$ cat src/rtl/pwm_capture.sv
// PWM input capture: synchronizes an external PWM pin and measures period and
// high time in clk cycles. It also derives a truncated duty percentage, counts
// completed measurements and raises a sticky interrupt on each measurement or
// on a stuck input.
module pwm_capture #(
  parameter int unsigned      CNT_W       = 16,
  parameter logic [CNT_W-1:0] TIMEOUT_CYC = {CNT_W{1'b1}}
) (
  input  logic             clk,
  input  logic             rst_n,
  input  logic             enable,
  input  logic             pwm_in,
  input  logic             irq_clr,
  output logic [CNT_W-1:0] period_out,
  output logic [CNT_W-1:0] on_time_out,
  output logic [7:0]       duty_percent,
  output logic             meas_valid,
  output logic [7:0]       cycle_count,
  output logic             timeout,
  output logic             irq
);

  typedef enum logic [1:0] {StIdle, StArm, StHigh, StLow} state_e;

  localparam logic [CNT_W-1:0] CntOne = {{(CNT_W-1){1'b0}}, 1'b1};

  state_e           state_q, state_d;
  logic             s1_q, s2_q, s3_q;
  logic [CNT_W-1:0] cnt_q, cnt_d;
  logic [CNT_W-1:0] hi_cnt_q, hi_cnt_d;
  logic [CNT_W-1:0] period_q, period_d;
  logic [CNT_W-1:0] on_time_q, on_time_d;
  logic [7:0]       duty_q, duty_d;
  logic             meas_valid_q, meas_valid_d;
  logic [7:0]       cycle_count_q, cycle_count_d;
  logic             timeout_q, timeout_d;
  logic             irq_q, irq_d;
  logic             rise, fall, cap, tmo;
  logic [CNT_W+6:0] duty_prod;

  assign rise = s2_q & ~s3_q;
  assign fall = ~s2_q & s3_q;

  // hi_cnt * 100, evaluated against cnt (the period being captured) on cap
  assign duty_prod = {7'd0, hi_cnt_q} * {{CNT_W{1'b0}}, 7'd100};

  // Two-flop synchronizer plus history flop for edge detection
  always_ff @(posedge clk or negedge rst_n) begin
    if (!rst_n) begin
      s1_q <= 1'b0;
      s2_q <= 1'b0;
      s3_q <= 1'b0;
    end else begin
      s1_q <= pwm_in;
      s2_q <= s1_q;
      s3_q <= s2_q;
    end
  end

  // Next-state: FSM, cycle counter, capture registers and status
  always_comb begin
    state_d       = state_q;
    cnt_d         = cnt_q;
    hi_cnt_d      = hi_cnt_q;
    period_d      = period_q;
    on_time_d     = on_time_q;
    duty_d        = duty_q;
    meas_valid_d  = 1'b0;
    cycle_count_d = cycle_count_q;
    timeout_d     = timeout_q;
    cap           = 1'b0;
    tmo           = 1'b0;

    if (!enable) begin
      state_d   = StIdle;
      cnt_d     = '0;
      timeout_d = 1'b0;
    end else begin
      unique case (state_q)
        StIdle: begin
          cnt_d   = '0;
          state_d = StArm;
        end
        StArm: begin
          if (rise) begin
            cnt_d   = CntOne;
            state_d = StHigh;
          end else if (cnt_q == TIMEOUT_CYC) begin
            tmo = 1'b1;
          end else begin
            cnt_d = cnt_q + CntOne;
          end
        end
        StHigh: begin
          // Timeout checked first so cnt can never wrap past TIMEOUT_CYC
          if (cnt_q == TIMEOUT_CYC) begin
            tmo = 1'b1;
          end else begin
            cnt_d = cnt_q + CntOne;
            if (fall) begin
              hi_cnt_d = cnt_q;
              state_d  = StLow;
            end
          end
        end
        StLow: begin
          if (rise) begin
            cap = 1'b1;
          end else if (cnt_q == TIMEOUT_CYC) begin
            tmo = 1'b1;
          end else begin
            cnt_d = cnt_q + CntOne;
          end
        end
        default: state_d = StIdle;
      endcase
    end

    if (cap) begin
      period_d      = cnt_q;
      on_time_d     = hi_cnt_q;
      duty_d        = 8'(duty_prod / {7'd0, cnt_q});
      meas_valid_d  = 1'b1;
      cycle_count_d = cycle_count_q + 8'd1;
      timeout_d     = 1'b0;
      cnt_d         = CntOne;
      state_d       = StHigh;
    end

    if (tmo) begin
      timeout_d = 1'b1;
      duty_d    = s2_q ? 8'd100 : 8'd0;
      cnt_d     = '0;
      state_d   = StArm;
    end

    // Set covers the capture edge and the visible meas_valid cycle, so a
    // clear coinciding with meas_valid cannot drop the interrupt.
    if (meas_valid_d || meas_valid_q || (tmo && !timeout_q)) begin
      irq_d = 1'b1;
    end else if (irq_clr) begin
      irq_d = 1'b0;
    end else begin
      irq_d = irq_q;
    end
  end

  // State and output registers
  always_ff @(posedge clk or negedge rst_n) begin
    if (!rst_n) begin
      state_q       <= StIdle;
      cnt_q         <= '0;
      hi_cnt_q      <= '0;
      period_q      <= '0;
      on_time_q     <= '0;
      duty_q        <= '0;
      meas_valid_q  <= 1'b0;
      cycle_count_q <= '0;
      timeout_q     <= 1'b0;
      irq_q         <= 1'b0;
    end else begin
      state_q       <= state_d;
      cnt_q         <= cnt_d;
      hi_cnt_q      <= hi_cnt_d;
      period_q      <= period_d;
      on_time_q     <= on_time_d;
      duty_q        <= duty_d;
      meas_valid_q  <= meas_valid_d;
      cycle_count_q <= cycle_count_d;
      timeout_q     <= timeout_d;
      irq_q         <= irq_d;
    end
  end

  assign period_out   = period_q;
  assign on_time_out  = on_time_q;
  assign duty_percent = duty_q;
  assign meas_valid   = meas_valid_q;
  assign cycle_count  = cycle_count_q;
  assign timeout      = timeout_q;
  assign irq          = irq_q;

endmodule

$ cat config.mk
export PLATFORM = sky130hd
export DESIGN_NAME = pwm_capture
export DESIGN_NICKNAME = d
export VERILOG_FILES = /design/src/rtl/pwm_capture.sv
export SDC_FILE = /design/constraint.sdc
export NUM_CORES = 1
export LEC_CHECK = 0
export BUFFER_PORTS_ARGS = -buffer_cell sky130_fd_sc_hd__buf_4
export CAP_MARGIN = 20
export CORE_ASPECT_RATIO = 1.75
export CORE_MARGIN = 2
export CORE_UTILIZATION = 30
export CTS_CLUSTER_DIAMETER = 40
export DETAILED_ROUTE_END_ITERATION = 10
export MAX_ROUTING_LAYER = met4
export PLACE_DENSITY_LB_ADDON = 0.12
export SYNTH_ARGS = -nofsm -noshare
export SYNTH_HDL_FRONTEND = slang
export SYNTH_SLANG_ARGS = --single-unit
$ cat constraint.sdc
create_clock -name clk -period 121.5 [get_ports clk]
set_input_delay 24.3 -clock clk [delete_from_list [all_inputs] [get_ports clk]]
set_output_delay 24.3 -clock clk [all_outputs]
set_load 0.05 [all_outputs]
==> flow_summary.ini <==
[run_status]
outcome = finished clean

[critical_path]
crit_arrival_ps = 72960
critPathCaptureType = flop
crit_path_max_incr_delay_ps = 870
cp_common_cell = o21ai_0
cp.required_ps = 121740
crit_fanout = 33
cp_slowest_cell = a31oi_1
critPathLaunchType = flop
crit_family = compound AO/OA/AOI/OAI gates
crit_buf_inv = 9
crit_type = flop to flop

[min_path]
hold_path_class = flop to flop

[floorplan]
io_pins = 56
dieArea_um2 = 83600
die_h_um = 381
rows = 138
die_x_um = 219
initial_core_util = 0.302
core_um2 = 80600

[timing]
hold_ws_ps = 357
setup_viol_count_final = 0
max_slew_margin = 0.237
finalHoldViolations = 0
timing.final.crit_period_ps = 72710
fmax_mhz = 13.8
worst_pin_slew_ps = 1140
rsz0062_at_grt = false
drv_slew = 0
final.setup_skew_ps = 13.0
fin_tns_setup_ps = 0
period_share = 0.598

[clock_tree]
cts_hold_buf = 0
clock-root-buffer = clkbuf_16
insertion_delay_ps = 380
clk_pin_slew_worst_paths_ps = 80
post_cts_buffers = 0
tritoncts = yes
cts_buffers = 9
clockBufferDepth = 2
clock-sinks = 88
post_cts_resized = 0
h-tree-depth = 3

[global_routing]
grt_pass1_vias = 25500
grt_overflow = 0
grt_max_degree = 67
grt_util_all_layers = 0.237
antenna_found_initial = 2
grt_pass1_wl_um = 149000

[yosys]
yosysMostFrequentCell = nand2_1
synth_compound_area_frac = 0.305
synthesis.area_um2 = 24400
synth_cells = 3312
synth_top_family_by_area = compound AO/OA/AOI/OAI gates
synth_top_area_cell = ha_1
synth_xor_xnor_area_share = 0.0774
yosysTopAreaCellShare = 0.160
ys_ff_latch = 88
synth_flop_cell = dfrtp_1
synth-simple-area-share = 0.269
yosysWarnings = 0
synthMuxAreaShare = 0.0357
ys_types = 158
synthTopCellsByCount = nand2_1 (343), nor2_1 (313), ha_1 (311), a21oi_1 (240), o21ai_0 (240)
synth_area_leaders = ha_1 (16%), dfrtp_1 (9.0%), nand2_1 (5.3%)
synthesis.nets = 3640
synthAdderAreaFrac = 0.169
async_reset_ff_frac = 1.00
synth_edf_count = 0
synth_seq_area_share = 0.0903
syn_area_per_cell_um2 = 7.36

[cells_and_area]
final_nets = 3655
seqCellArea_um2 = 2200
antennaDiodeCount = 0
drive_gt1_frac = 0.118
areaGrowthSynthToFinish_pct = 7.22
multi_input_area_um2 = 20900
fillerInstances = 8755

[detailed_routing]
ant_nets = 0
wl_per_cell_um = 22.3
vias = 25000
drc = 0
first_pass_iters = 5
routed_wl_um = 97800
via_per_inst = 5.72
drt_iter0_drc = 1260

[placed_design]
place_hpwl_um = 79100
gp_congestion = 0.941
numPortBuffers = 55

[run]
maxCapViolCount = 0
## worst paths after layout
| check | start | end | slack [ps] | cells after the start |
|---|---|---|---|---|
| min in group asynchronous | rst_n | cycle_count[7]$_DFFE_PN0P_ | 23800 | 1 |
| worst min-delay path | s1_q$_DFF_PN0_ | s2_q$_DFF_PN0_ | 360 | 0 |
| max in group asynchronous | rst_n | duty_percent[5]$_DFFE_PN0P_ | 96480 | 2 |
| worst min register to register | s1_q$_DFF_PN0_ | s2_q$_DFF_PN0_ | 360 | 0 |
| worst max-delay path | hi_cnt_q[2]$_DFFE_PN0P_ | duty_percent[0]$_DFFE_PN0P_ | 48790 | 334 |
| worst max register to register | hi_cnt_q[2]$_DFFE_PN0P_ | duty_percent[0]$_DFFE_PN0P_ | 48790 | 334 |
## flip-flops by register name, summed over array words and instances (netlist names)
register      count
cycle_count       8
duty_percent      8
meas_valid        1
state_q           2
irq               1
period_out       16
on_time_out      16
s1_q              1
hi_cnt_q         16
s2_q              1
cnt_q            16
s3_q              1
timeout           1
## placed cells by master, fill, tap and decap left out, drive strengths merged, types with 44 or more instances in the layout
cell type	synthesis	routed
mux2	55	55
xor2	73	73
nor3	125	125
ha	311	311
a21o	105	105
o31ai	54	54
dfrtp	88	88
nand3	99	99
nor2	322	322
o21ai	259	259
xnor2	136	136
o21a	81	81
nand2b	71	71
inv	165	170
and2	44	44
buf	27	101
a21oi	262	262
nand4	59	59
nand2	346	346
## per-layer routing
metal | wire length (um) | part of all wire | track usage | vias to the layer above
li1 | - | - | - | 12300
met1 | 35300 | 0.36 | 0.228 | 11900
met2 | 54100 | 0.55 | 0.462 | 534
met3 | 2310 | 0.024 | 0.0138 | 274
met4 | 6120 | 0.063 | 0.130 | 0
met5 | 0 | 0 | - | -
## cell families (layout without fill, tap and decap cells)
group,count (synthesis),count (layout)
muxes,79,79
and+or+nand+nor,1283,1283
adders and majority gates,323,323
xor gates and xnor gates,209,209
buffers and inverters,263,283
AOI/OAI and AO/OA,1067,1067
DFF,88,88
## metrics by stage
stage / setup WS [ps] / utilization / instances / instance area, um2
final: 48790 / 0.324 / 4382 / 26100
after detailed placement: 49380 / 0.320 / 4366 / 25800
after global routing: 41370 / 0.324 / 4382 / 26100
after floorplan: 57220 / - / 3312 / 24400
after global placement: 50230 / 0.320 / 4365 / 25800
after CTS: 49030 / 0.324 / 4382 / 26100
## final cells by class
class | instances | area share
multi-input combinational | 2961 | 0.801
sequential | 88 | 0.0843
tap | 1050 | 0.0503
timing repair buffer | 101 | 0.0289
inverter | 166 | 0.0238
clock buffer | 9 | 0.00862
clock inverter | 7 | 0.00321
Power is left out: the tool's default activity adds up to more than one toggle a clock period on the data nets, which glitch-free logic cannot reach.
